File: config.mk
export PLATFORM = sky130hd
export DESIGN_NAME = hex_display_ctrl
export DESIGN_NICKNAME = d
export VERILOG_FILES = /design/src/rtl/hex_display_pkg.sv /design/src/rtl/bin2bcd_seq.sv /design/src/rtl/hex_display_ctrl.sv
export SDC_FILE = /design/constraint.sdc
export NUM_CORES = 1
export LEC_CHECK = 0
export CORE_AREA = 8 8 132 165
export DETAILED_ROUTE_END_ITERATION = 8
export DIE_AREA = 0 0 140 173
export PLACE_DENSITY = 0.76
export SLEW_MARGIN = 20
export SYNTH_ARGS = -nofsm -noshare
export SYNTH_HDL_FRONTEND = slang
export SYNTH_HIERARCHICAL = 1
export SYNTH_SLANG_ARGS = --single-unit
File: constraint.sdc
create_clock -name clk -period 5.5 [get_ports clk]
set_clock_uncertainty 0.05 [all_clocks]
set_input_delay 1.1 -clock clk [delete_from_list [all_inputs] [get_ports clk]]
set_output_delay 1.1 -clock clk [all_outputs]
set_load 0.02 [all_outputs]
File: src/rtl/hex_display_pkg.sv
// Shared types and helpers for the HEX display controller.
//   state_e      : controller FSM states (IDLE, CONV, SHOW)
//   SEG_BLANK    : all segments dark (active-low)
//   SEG_DASH     : only segment g lit, shown on decimal overflow
//   BCD_W        : width of the 10-digit BCD result
//   seg7_encode  : nibble -> {g,f,e,d,c,b,a} active-low segment pattern
package hex_display_pkg;

  typedef enum logic [1:0] {
    IDLE = 2'd0,
    CONV = 2'd1,
    SHOW = 2'd2
  } state_e;

  localparam logic [6:0] SEG_BLANK = 7'h7F;
  localparam logic [6:0] SEG_DASH  = 7'h3F;
  localparam int         BCD_W     = 40;

  function automatic logic [6:0] seg7_encode(input logic [3:0] nib);
    logic [6:0] seg;
    case (nib)
      4'h0: seg = 7'h40;
      4'h1: seg = 7'h79;
      4'h2: seg = 7'h24;
      4'h3: seg = 7'h30;
      4'h4: seg = 7'h19;
      4'h5: seg = 7'h12;
      4'h6: seg = 7'h02;
      4'h7: seg = 7'h78;
      4'h8: seg = 7'h00;
      4'h9: seg = 7'h10;
      4'hA: seg = 7'h08;
      4'hB: seg = 7'h03;
      4'hC: seg = 7'h46;
      4'hD: seg = 7'h21;
      4'hE: seg = 7'h06;
      default: seg = 7'h0E;
    endcase
    return seg;
  endfunction

endpackage

File: src/rtl/bin2bcd_seq.sv
// Iterative double-dabble binary-to-BCD converter, one bit per cycle.
//   clk, rst_n : clock, synchronous active-low reset
//   start_i    : load val_i and begin a fresh conversion (wins over abort_i)
//   abort_i    : drop any conversion in progress
//   val_i      : binary value to convert, sampled with start_i
//   busy_o     : conversion in progress
//   done_o     : high during the cycle in which the final step is applied;
//                bcd_o holds the complete result from the following cycle
//   bcd_o      : 10-digit BCD result, digit 0 in bits [3:0]
module bin2bcd_seq
  import hex_display_pkg::*;
#(
  parameter int W = 32
) (
  input  logic             clk,
  input  logic             rst_n,
  input  logic             start_i,
  input  logic             abort_i,
  input  logic [W-1:0]     val_i,
  output logic             busy_o,
  output logic             done_o,
  output logic [BCD_W-1:0] bcd_o
);

  localparam int CW = (W > 1) ? $clog2(W) : 1;

  logic [W-1:0]     shift_q, shift_d;
  logic [BCD_W-1:0] bcd_q, bcd_d;
  logic [BCD_W-1:0] adj;
  logic [CW-1:0]    cnt_q;
  logic             busy_q;
  logic             last_step;

  // One double-dabble step: correct every nibble >= 5 by +3, then shift the
  // combined {bcd, binary} register left by one.
  always_comb begin
    adj = bcd_q;
    for (int i = 0; i < BCD_W / 4; i++) begin
      if (bcd_q[4*i +: 4] >= 4'd5) adj[4*i +: 4] = bcd_q[4*i +: 4] + 4'd3;
    end
    {bcd_d, shift_d} = {adj, shift_q} << 1;
  end

  assign last_step = busy_q && (cnt_q == CW'(W - 1));

  always_ff @(posedge clk) begin
    if (!rst_n) begin
      shift_q <= '0;
      bcd_q   <= '0;
      cnt_q   <= '0;
      busy_q  <= 1'b0;
    end else if (start_i) begin
      shift_q <= val_i;
      bcd_q   <= '0;
      cnt_q   <= '0;
      busy_q  <= 1'b1;
    end else if (abort_i) begin
      busy_q  <= 1'b0;
    end else if (busy_q) begin
      shift_q <= shift_d;
      bcd_q   <= bcd_d;
      cnt_q   <= cnt_q + CW'(1);
      if (last_step) busy_q <= 1'b0;
    end
  end

  assign busy_o = busy_q;
  assign done_o = last_step && !start_i && !abort_i;
  assign bcd_o  = bcd_q;

endmodule

File: src/rtl/hex_display_ctrl.sv
// Eight-digit seven-segment controller fed by the CPU HEX write port.
//   clk, rst_n     : clock, synchronous active-low reset
//   gpio_we        : one-cycle write strobe; gpio_wdata/dec_mode sampled with it
//   gpio_wdata     : word to display
//   dec_mode       : 0 = hex digits, 1 = unsigned decimal
//   busy           : decimal conversion in progress
//   hex0..hex7     : active-low segments {g,f,e,d,c,b,a}, hex0 least significant
//   dbg_state      : current controller state, for observation only
// Handshake: the write port has no backpressure. Every cycle with gpio_we=1 is
// accepted; a new write always replaces whatever is in flight (latest wins),
// and busy is advisory only.
module hex_display_ctrl
  import hex_display_pkg::*;
#(
  parameter int CONV_CYCLES = 32,
  parameter bit BLANK_LZ    = 1'b1
) (
  input  logic        clk,
  input  logic        rst_n,
  input  logic        gpio_we,
  input  logic [31:0] gpio_wdata,
  input  logic        dec_mode,
  output logic        busy,
  output logic [6:0]  hex0,
  output logic [6:0]  hex1,
  output logic [6:0]  hex2,
  output logic [6:0]  hex3,
  output logic [6:0]  hex4,
  output logic [6:0]  hex5,
  output logic [6:0]  hex6,
  output logic [6:0]  hex7,
  output state_e      dbg_state
);

  state_e           state_q, state_d;
  logic [31:0]      val_q;
  logic             mode_q;
  logic             hex_pend_q;
  logic [7:0][6:0]  seg_q, seg_new;
  logic             seg_upd;

  logic             bcd_busy, bcd_done;
  logic [BCD_W-1:0] bcd;

  logic [31:0]      digits;
  logic             ovf;
  logic             lead;
  logic [3:0]       nib;

  bin2bcd_seq #(.W(CONV_CYCLES)) u_bcd (
    .clk     (clk),
    .rst_n   (rst_n),
    .start_i (gpio_we && dec_mode),
    .abort_i (gpio_we && !dec_mode),
    .val_i   (gpio_wdata[CONV_CYCLES-1:0]),
    .busy_o  (bcd_busy),
    .done_o  (bcd_done),
    .bcd_o   (bcd)
  );

  // Any write restarts from scratch: decimal goes (back) to CONV, hex to IDLE.
  always_comb begin
    state_d = state_q;
    case (state_q)
      IDLE: if (gpio_we && dec_mode) state_d = CONV;
      CONV: begin
        if (gpio_we)                     state_d = dec_mode ? CONV : IDLE;
        else if (bcd_done || !bcd_busy)  state_d = SHOW;
      end
      SHOW: state_d = (gpio_we && dec_mode) ? CONV : IDLE;
      default: state_d = IDLE;
    endcase
  end

  // Digit source follows the captured mode: raw nibbles for hex, the low eight
  // BCD digits for decimal. Scanning from the top, digits stay blank until the
  // first nonzero one; digit 0 always ends the blank run.
  always_comb begin
    digits  = mode_q ? bcd[31:0] : val_q;
    ovf     = mode_q && (bcd[39:32] != 8'h00);
    lead    = 1'b1;
    nib     = 4'h0;
    seg_new = '0;
    for (int i = 7; i >= 0; i--) begin
      nib = digits[4*i +: 4];
      if (nib != 4'h0 || i == 0) lead = 1'b0;
      if (ovf)                   seg_new[i] = SEG_DASH;
      else if (BLANK_LZ && lead) seg_new[i] = SEG_BLANK;
      else                       seg_new[i] = seg7_encode(nib);
    end
  end

  // A write arriving in SHOW supersedes the finished result, so it is dropped.
  assign seg_upd = hex_pend_q || (state_q == SHOW && !gpio_we);

  always_ff @(posedge clk) begin
    if (!rst_n) begin
      state_q    <= IDLE;
      val_q      <= '0;
      mode_q     <= 1'b0;
      hex_pend_q <= 1'b0;
      seg_q      <= {8{SEG_BLANK}};
    end else begin
      state_q    <= state_d;
      hex_pend_q <= gpio_we && !dec_mode;
      if (gpio_we) begin
        val_q  <= gpio_wdata;
        mode_q <= dec_mode;
      end
      if (seg_upd) seg_q <= seg_new;
    end
  end

  assign busy      = (state_q != IDLE);
  assign dbg_state = state_q;
  assign hex0      = seg_q[0];
  assign hex1      = seg_q[1];
  assign hex2      = seg_q[2];
  assign hex3      = seg_q[3];
  assign hex4      = seg_q[4];
  assign hex5      = seg_q[5];
  assign hex6      = seg_q[6];
  assign hex7      = seg_q[7];

endmodule

# --- Word level (Yosys, flattened, before mapping) ---
# Memory sizes are Yosys's and may differ from the RTL's.
# Cells that the tools add are included.
word_totals:
  out_inout_bits: 59
  mem_bits_ro: 896
  memories: 8
  regBits: 170
memory_table:
  columns: ["name", "depth", "word_bits", "read_ports", "rd_clocked_by_memory_dff", "write_ports", "line", "source"]
  rows:
  - ["(no name shown)", 16, 7, 1, 0, 0, "hex_display_pkg.sv:21", "case (nib)"]
  - ["(no name shown)", 16, 7, 1, 0, 0, "hex_display_pkg.sv:21", null]
  - ["(no name shown)", 16, 7, 1, 0, 0, "hex_display_pkg.sv:21", null]
  - ["(no name shown)", 16, 7, 1, 0, 0, "hex_display_pkg.sv:21", null]
  - ["(no name shown)", 16, 7, 1, 0, 0, "hex_display_pkg.sv:21", null]
  - ["(no name shown)", 16, 7, 1, 0, 0, "hex_display_pkg.sv:21", null]
  - ["2 more memories", null, null, null, null, null, null, null]
classes:
  eq_ne: 6
  muxes: 46
  n_addsub: 11
  reduce_logical: 29
  magnitude_cmp: 10
  bitwise: 2
ops:
  columns: ["operator", "n"]
  rows:
  - ["32-bit 2-to-1 mux", 4]
  - ["7-bit 2-to-1 mux", 15]
  - ["4-bit by 3-bit greater-or-equal comparator with 1-bit output, second input constant", 10]
  - ["4-bit by 2-bit adder with 4-bit output, second input constant", 9]
  - ["4-bit 2-to-1 mux", 9]
  - ["4-bit nonzero test", 7]
  - ["1-bit 2-to-1 mux", 13]
  - ["8-bit nonzero test", 1]
  - ["1-bit logical AND", 7]
  - ["2-bit 2-to-1 mux", 3]
  - ["2-bit case mux with 3 select lines", 1]
  - ["2-bit AND reduction", 3]
  - ["5-bit by 1-bit adder with 5-bit output, second input constant", 1]
  - ["5-bit equality test, second input constant", 1]
  - ["1-bit logical NOT", 5]
  - ["2-bit by 1-bit != test with 1-bit output, second input constant", 2]
  - ["2-bit nonzero test", 2]
  - ["3-bit by 2-bit adder with 3-bit output, second input constant", 1]
  - ["3-bit 2-to-1 mux", 1]
  - ["3-bit != test, second input constant", 1]
  - ["2-bit by 1-bit equality test with 1-bit output, second input constant", 1]
  - ["2-bit equality test, second input constant", 1]
  - ["2-bit logical NOT", 1]
  - ["1-bit logical OR", 2]
  - ["2 further kinds", 3]

# --- Depth between registers and ports, before layout ---
# Gate-level depths: netlist (run 1).
logic_depth:
  word_depth: 11
  depth_mapped: 11
  depth_no_buf: 8

# --- Hierarchy ---
# The synthesis (run 1) kept the hierarchy.
by_module_without_submodules:
  columns: ["module", "area_per_inst_um2", "cells_per_inst", "n_inst", "seq_area_each_um2"]
  rows:
  - ["hex_display_ctrl", 5901.9, 657, 1, 1841.8]
  - ["bin2bcd_seq", 4440.5, 460, 1, 1561.5]

# --- Worst setup path before layout (run 1) ---
# No wires, ideal clock.
synth_path:
  path_type: "input port to flip-flop"
  from: "input gpio_we"
  to: "register state_q[1] (netlist: dbg_state[1])"
  t_arrival_ns: 2.924
  slack_ns: 2.410
  required_time_ns: 5.335
  setup_ns: 0.115
  path_stages: 10
  path_cell_list: "buf_2 buf_1 nor2b_1 nand2b_4 buf_2 clkbuf_1 nor3b_1 inv_1 nand2_1 and3_1"
synth_via:
  elab_chain_cells: 7
  word_cells_on_any_way: 12
  cone_classes: "eq/ne: 2; mux: 2; reduce/logical: 8"
synth_lines:
  columns: ["item", "line", "source"]
  rows:
  - ["from (decl)", "hex_display_ctrl.sv:20", "input logic gpio_we,"]
  - ["1-bit logical AND", "hex_display_ctrl.sv:53", ".start_i (gpio_we && dec_mode),"]
  - ["1-bit logical NOT", "bin2bcd_seq.sv:68", "assign done_o = last_step && !start_i && !abort_i;"]
  - ["1-bit logical AND", "bin2bcd_seq.sv:68", null]
  - ["1-bit logical AND *", "bin2bcd_seq.sv:68", null]
  - ["net bcd_done", "hex_display_ctrl.sv:42", "logic bcd_busy, bcd_done;"]
  - ["1-bit logical OR *", "hex_display_ctrl.sv:68", "else if (bcd_done || !bcd_busy) state_d = SHOW;"]
  - ["3-bit != test (no source line) *", null, null]
  - ["2-bit AND reduction (no source line) *", null, null]
  - ["to (signal assigned)", "hex_display_ctrl.sv:104", "state_q <= state_d;"]
  - ["to (decl)", "hex_display_ctrl.sv:35", "state_e state_q, state_d;"]
# Mark *: on every way through the listed nets, which the timed path passes. The rest lies on a longest branch.
# A chain may end at the register's enable or synchronous reset.

# --- Worst setup path after layout (run 1) ---
layout_path:
  from: "register mode_q"
  to: "register seg_q (netlist bit hex2[5])"
layout_via:
  elab_chain_cells: 10
  word_cells_on_any_way: 17
  cone_classes: "mux: 9; reduce/logical: 7; memory: 1"
layout_lines:
  columns: ["item", "line", "source"]
  rows:
  - ["from (decl)", "hex_display_ctrl.sv:37", "logic mode_q;"]
  - ["from (signal assigned)", "hex_display_ctrl.sv:108", "mode_q <= dec_mode;"]
  - ["32-bit 2-to-1 mux", "hex_display_ctrl.sv:79", "digits = mode_q ? bcd[31:0] : val_q;"]
  - ["4-bit nonzero test", "hex_display_ctrl.sv:86", "if (nib != 4'h0 || i == 0) lead = 1'b0;"]
  - ["1-bit 2-to-1 mux (6 in a row)", "hex_display_ctrl.sv:86", null]
  - ["7-bit 2-to-1 mux", "hex_display_ctrl.sv:88", "else if (BLANK_LZ && lead) seg_new[i] = SEG_BLANK;"]
  - ["7-bit 2-to-1 mux *", "hex_display_ctrl.sv:87", "if (ovf) seg_new[i] = SEG_DASH;"]
  - ["to (signal assigned)", "hex_display_ctrl.sv:102", "seg_q <= {8{SEG_BLANK}};"]
  - ["to (signal assigned)", "hex_display_ctrl.sv:110", "if (seg_upd) seg_q <= seg_new;"]
  - ["to (decl)", "hex_display_ctrl.sv:39", "logic [7:0][6:0] seg_q, seg_new;"]
# Every way passes the cells marked *; elsewhere a longest branch is shown, timed or not.

==> summary.txt, run 1 <==
pre-CTS setup slack: 2080 ps
critical path type: reg -> reg
Post-Place Cells: 1388
Non-Filler Instances: 1420
Die H: 173 um
post-synthesis compound-gate area fraction: 0.201
CP max FO: 38
die area: 0.0242 mm^2
TNS Setup: 0 ps
most common cell after layout, fill and taps aside: dfxtp_1
core footprint: 0.0191 mm^2
CTS max path bufs: 2
initial antenna violation count: 0
CTS tree: yes
Max Cap Violations: 0
register bit total from synthesis: 170
Syn Inst Count: 1117
count of cells resized by post-cts repair: 0
worst setup margin: 2200 ps
Top Ports: 95
post-synthesis cell area: 0.0103 mm^2
Slowest Stage Delay on Critical Path: 680 ps
prevailing post-synth register cell: dfxtp_1
fillers: 1630
clk slew on worst S/H paths: 60 ps
fraction of synthesis flops using an asynchronous set or reset pin: 0
CP required: 5800 ps
Worst Tran Pin Value: 1040 ps
Wirelength per Cell: 17.0 um
All-Layer GR Usage: 0.196
Post-synth EDFFs: 0
initial drt markers: 577
worst skew pair latency: 430 ps
post-synthesis xor/xnor area fraction: 0.0102
Critical Path AT: 3590 ps
Antenna Cells: 0
drt total wl: 24100 um
Critical Path, Cell by Cell: mux2i_1 > ha_1 > nor4b_2 > o221ai_4 > nor4_2 > a211oi_1 > a41oi_1
vias in the first global route: 7891
Buffers on Ports: 94
Synth Area in Adders: 0.0786
Fin. Hold Viols: 0
Worst Path Buf+Inv: 0
Vias: 8362
largest family of logic cells by synthesized area: compound AO/OA/AOI/OAI gates
leakage: 4.84 nW
FF+latch area: 0.00341 mm^2
outcome: complete, no violations
maximum clock frequency: 303 MHz
Synth Area per Inst: 9.26 um^2
number of hold-repair buffers added at the cts stage: 0
slowest CP cell: dfxtp_4
Routed Antenna Nets: 0
Post-route DRC: 0
Min-Delay Path Class: reg -> reg
Site Rows: 57
CP delay by family, top: simple AND/OR/NAND/NOR gates
Starting Density: 0.541
first-pass GRT wire length: 39800 um
Power Density: 263 mW/mm^2
final setup vio count: 0
Synth Area in Simple Gates: 0.177
# Post-CTS Setup Buffers: 0
Seq/Total Area, Yosys: 0.329
RePlAce Congestion: 0.848
VDD IR max: 0.212 mV
syn_nets: 1218
relative slew slack: 0.287
total CTS buffers: 17
TritonRoute pass-1 iters: 5
Worst setup EP type: flip-flop
HPWL after DPL: 17100 um
period utilization: 0.599
layout cells sized above 1: 0.112
min Tclk post-route: 3300 ps
fin util: 0.622
GRT overflow: 0
TritonCTS Sinks: 170
vias per cell: 5.89
Setup crit start kind: flip-flop
CTS H-tree depth: 4
# nets final: 1272
total power: 0.00313 W
most frequent cells in the layout: 169 x dfxtp_1, 92 x clkdlybuf4s50_1, 76 x nand2_1
Syn-to-layout area delta: 14.9%
RSZ-0062 raised after global routing: no
Ys Warns: 6
Multi-input gate area: 0.00632 mm^2
largest net degree at the start of global routing: 77
CTS Root Cell: clkbuf_16
Slew Viols, Final: 0
post-synthesis mux area share: 0.145
count of cell types in the netlist: 77
DIE WIDTH: 140 um
cells by family after synthesis:
group,Yosys count
AOI/OAI and AO/OA,276
xor gates and xnor gates,12
adders and majority gates,65
buffers and inverters,130
DFF,170
muxes,120
and+or+nand+nor,344
cell type report:
cell class | instances | share of cell area
Clock buffer | 22 | 0.0399
Clock inverter | 10 | 0.0137
Inverter | 65 | 0.0205
Multi-Input combinational cell | 817 | 0.532
Sequential cell | 170 | 0.287
Tap cell | 236 | 0.0248
Timing Repair Buffer | 100 | 0.0823
worst paths after layout:
check / from / end / slack, ps / depth (start not counted)
max: mode_q$_SDFFE_PN0P_ / hex2[5]$_SDFFE_PN1P_ / 2200 / 7
min: u_bcd/cnt_q[4]$_SDFFE_PP0P_ / u_bcd/cnt_q[4]$_SDFFE_PP0P_ / 420 / 2
max reg2reg: mode_q$_SDFFE_PN0P_ / hex2[5]$_SDFFE_PN1P_ / 2200 / 7
min reg2reg: u_bcd/cnt_q[4]$_SDFFE_PP0P_ / u_bcd/cnt_q[4]$_SDFFE_PP0P_ / 420 / 2
cells in the mapped netlist (5+ instances only):
library cell / instances / area share
o311ai_1: 9 / 0.0076
o22ai_1: 6 / 0.0036
mux2_2: 19 / 0.021
mux4_2: 5 / 0.011
a311oi_1: 5 / 0.0042
a31oi_1: 10 / 0.0060
o31ai_2: 9 / 0.011
clkbuf_1: 24 / 0.0087
o211ai_1: 18 / 0.013
mux2i_1: 58 / 0.056
buf_6: 8 / 0.0087
nor3b_1: 17 / 0.012
nor2_1: 68 / 0.025
o21ai_0: 60 / 0.029
a21oi_1: 30 / 0.015
nand3b_1: 6 / 0.0044
nor2b_1: 44 / 0.027
o2111ai_1: 22 / 0.019
nand2b_1: 35 / 0.021
a221oi_1: 7 / 0.0059
ha_1: 65 / 0.079
nand3_1: 55 / 0.027
o21a_1: 13 / 0.0094
o31ai_1: 5 / 0.0036
mux2_4: 31 / 0.045
nand2_1: 76 / 0.028
dfxtp_1: 170 / 0.33
buf_4: 8 / 0.0058
o211a_1: 31 / 0.030
xnor2_1: 11 / 0.0093
buf_2: 20 / 0.0097
a211oi_1: 12 / 0.0087
o32ai_1: 8 / 0.0068
inv_1: 65 / 0.024
nor3_1: 13 / 0.0063
through the flow:
| step | hold WS (ps) | cell area (um^2) |
|---|---|---|
| after detailed placement | 407 | 11200 |
| after CTS | 416 | 11900 |
| after global routing | 447 | 11900 |
| final | 417 | 11900 |
| after global placement | 396 | 11200 |
| after floorplan | 381 | 10300 |
registers in the layout, indices dropped and copies added, names as in the netlist:
name	flops
mode_q	1
u_bcd/shift_q	32
u_bcd/bcd_o	40
hex_pend_q	1
hex6	7
hex7	7
hex5	7
val_q	32
u_bcd/cnt_q	5
u_bcd/busy_o	1
hex1	7
hex0	7
hex4	7
hex3	7
dbg_state	2
hex2	7
worst register-to-register path, delay by kind of cell, from the launching register on:
| family | cells | cell delay [ps] |
|---|---|---|
| and+or+nand+nor | 2 | 870 |
| adders and majority gates | 1 | 340 |
| DFF | 1 | 680 |
| AOI/OAI and AO/OA | 3 | 630 |
| muxes | 1 | 640 |
per-layer routing:
| metal | part of all wire | vias to the layer above | routed length, um | track usage |
|---|---|---|---|---|
| met1 | 0.48 | 3972 | 11600 | 0.264 |
| met5 | 0 | - | 0 | 0 |
| met3 | 0.051 | 16 | 1230 | 0.0413 |
| met4 | 0.010 | 0 | 251 | 0.0531 |
| met2 | 0.45 | 207 | 10900 | 0.312 |
| li1 | - | 4167 | - | - |
power by group:
group	internal [W]	switching, W	total, W
combinational	0.000232	0.000266	0.000499
clock	0.000799	0.000496	0.00129
sequential	0.00129	0.0000490	0.00134
(Power assumes the default switching activity.)
==> inputs of run 2 (changes only) <==
--- a/config.mk
+++ b/config.mk
@@ -5,10 +5,10 @@
 export SDC_FILE = /design/constraint.sdc
 export NUM_CORES = 1
 export LEC_CHECK = 0
-export CORE_AREA = 8 8 132 165
+export CORE_AREA = 8 8 134 168
 export DETAILED_ROUTE_END_ITERATION = 8
-export DIE_AREA = 0 0 140 173
-export PLACE_DENSITY = 0.76
+export DIE_AREA = 0 0 142 176
+export PLACE_DENSITY = 0.77
 export SLEW_MARGIN = 20
 export SYNTH_ARGS = -nofsm -noshare
 export SYNTH_HDL_FRONTEND = slang
==> constraint.sdc (replaced) <==
create_clock -name clk -period 3 [get_ports clk]
set_clock_uncertainty 0.05 [all_clocks]
set_input_delay 0.6 -clock clk [delete_from_list [all_inputs] [get_ports clk]]
set_output_delay 0.6 -clock clk [all_outputs]
set_load 0.02 [all_outputs]
==> run 2 against run 1 <==
Combinational power increased by 91%. Sequential power increased by 83%. Total power increased by 82%. Core utilization decreased by 0.97 points. Critical path depth increased by 1. Maximum frequency increased by 20%. Design area increased by 2.0%. Register-to-register slack got worse by 2000 ps. Sequential share of layout area decreased by 0.57 points. Clock power increased by 79%. Count of clock-buffer cells in the layout decreased by 1. Worst setup slack got worse by 2000 ps. Critical path type unchanged. Highest routed layer unchanged.
==> summary.txt, run 2 (synthesized netlist as in run 1, its figures left out) <==
TritonRoute pass-1 iters: 5 (unchanged)
Post-Place Cells: 1445 (+4.1%)
CTS Root Cell: clkbuf_16
total CTS buffers: 17 (unchanged)
drt total wl: 24500 um (+2.0%)
max reg flops: 40 (unchanged)
maximum clock frequency: 364 MHz (+20%)
largest net degree at the start of global routing: 67 (-13%)
number of hold-repair buffers added at the cts stage: 0 (unchanged)
die area: 0.0250 mm^2 (+3.2%)
GRT overflow: 0 (unchanged)
outcome: complete, no violations
global route hottest layer: met2
vias in the first global route: 8104 (+2.7%)
vias per cell: 5.76 (-2.2%)
most common cell after layout, fill and taps aside: dfxtp_1
Site Rows: 58 (+1.8%)
Power Density: 471 mW/mm^2 (+79%)
leakage: 4.96 nW (+2.4%)
Reg2Reg Depth: 8 (+1)
RSZ-0062 raised after global routing: no
relative slew slack: 0.565 (+0.278)
Buffers on Ports: 94 (unchanged)
Max Cap Violations: 0 (unchanged)
fillers: 1679 (+3.0%)
# Post-CTS Setup Buffers: 0 (unchanged)
HPWL after DPL: 17800 um (+4.0%)
Worst Tran Pin Value: 635 ps (-405 ps)
All-Layer GR Usage: 0.195 (-0.00118)
Min-Delay Path Class: reg -> reg
FF+latch area: 0.00341 mm^2 (unchanged)
Antenna Cells: 0 (unchanged)
DIE WIDTH: 142 um (+1.4%)
most frequent cells in the layout: 169 x dfxtp_1, 92 x clkdlybuf4s50_1, 76 x nand2_1
# nets final: 1295 (+1.8%)
Wirelength per Cell: 16.6 um (-1.9%)
internal power: 0.00421 W (+82%)
initial drt markers: 523 (-9.4%)
GRT met3 Usage: 0.0322 (-0.00917)
Slew Viols, Final: 0 (unchanged)
Vias: 8507 (+1.7%)
worst skew pair latency: 420 ps (about the same)
hold path depth: 2 (unchanged)
CTS tree: yes
initial antenna violation count: 0 (unchanged)
clk slew on worst S/H paths: 60 ps (about the same)
Sw Share: 0.262 (+0.00292)
VDD IR max: 0.366 mV (+73%)
GR met1 Demand/Resource: 0.260 (-0.00414)
Die H: 176 um (+1.7%)
Top Ports: 95 (unchanged)
GR Util met2: 0.313 (+0.00141)
Routed Antenna Nets: 0 (unchanged)
first-pass GRT wire length: 40300 um (+1.4%)
TritonCTS Sinks: 170 (unchanged)
core footprint: 0.0198 mm^2 (+3.7%)
final setup vio count: 0 (unchanged)
fin util: 0.612 (-0.00973)
CP max FO: 6 (-84%)
CP required: 3300 ps (-2500 ps)
clock power share: 0.404 (-0.009)
Non-Filler Instances: 1477 (+4.0%)
TNS Setup: 0 ps (unchanged)
Worst setup EP type: flip-flop
combinational share of power: 0.167 (+0.008)
Syn-to-layout area delta: 17.3%
CTS max path bufs: 2 (unchanged)
Critical Path AT: 3050 ps (-540 ps)
Starting Density: 0.522 (-0.0191)
CTS H-tree depth: 4 (unchanged)
Post-route DRC: 0 (unchanged)
layout cells sized above 1: 0.131 (+0.0186)
Multi-input gate area: 0.00634 mm^2 (+0.24%)
critical path type: reg -> reg
Setup crit start kind: flip-flop
Fin. Hold Viols: 0 (unchanged)
min Tclk post-route: 2750 ps (-546 ps)
Flop pwr share: 0.429 (+0.002)
RePlAce Congestion: 0.906 (+6.8%)
total power: 0.00571 W (+82%)
switching pwr: 0.00150 W (+84%)
period utilization: 0.917 (+0.317)
## run 2: changes by cell type in the layout (fill, tap and decap cells not counted), sizes merged
cell,change
clkinv,+4
bufinv,-1
inv,-2
buf,+23
clkbuf,-1
## run 2: through the flow
| stage | instance area (um^2) | setup slack, ps | hold slack [ps] |
|---|---|---|---|
| final | 12100 | 249 | 425 |
| after global routing | 12100 | 28.7 | 446 |
| after floorplan | 10300 | 64.6 | 381 |
| after CTS | 12100 | 146 | 429 |
| after global placement | 11500 | 268 | 396 |
| after detailed placement | 11500 | 170 | 415 |
## run 2: final cells by class
cell class	instances	area share
clock buffer	21	0.0397
inverter	65	0.0201
timing repair buffer	123	0.0970
multi-input combinational	817	0.523
clock inverter	11	0.0117
tap	270	0.0279
sequential	170	0.281
## run 2: layer usage
layer | share of wire | routed length [um]
met1 | 0.47 | 11700
met2 | 0.46 | 11300
met3 | 0.050 | 1230
met4 | 0.014 | 344
met5 | 0 | 0
## run 2: final timing paths
check	startpoint	endpoint	slack, ps
max reg2reg	mode_q$_SDFFE_PN0P_	hex4[4]$_SDFFE_PN1P_	250
min reg2reg	hex7[6]$_SDFFE_PN1P_	hex7[6]$_SDFFE_PN1P_	430
max	mode_q$_SDFFE_PN0P_	hex4[4]$_SDFFE_PN1P_	250
min	hex7[6]$_SDFFE_PN1P_	hex7[6]$_SDFFE_PN1P_	430
## run 2: worst max-delay path, cell delays in order (launching register included)
cell and delay (ps):
dfxtp_4 400, mux2_2 390, inv_1 110, ha_1 230, nor4bb_2 390, o221ai_2 310, o211ai_1 510, a221oi_1 120
o21ai_0 170
## run 2: what timing repair did
item                                    in CTS  in global routing
hold endpoints to repair                     0                  0
gates resized for setup                      0                  2
endpoints found under the setup margin       0                 13
## run 2: power groups by stage
stage / Clock (W) / Sequential (W) / Combinational, W
3_5_place_dp: 0 / 0.00250 / 0.000941
2_1_floorplan: 0 / 0.00252 / 0.000615
3_3_place_gp: 0 / 0.00249 / 0.000922
4_1_cts: 0.00235 / 0.00245 / 0.000947
5_1_grt: 0.00244 / 0.00246 / 0.00103
6_report: 0.00231 / 0.00245 / 0.000951
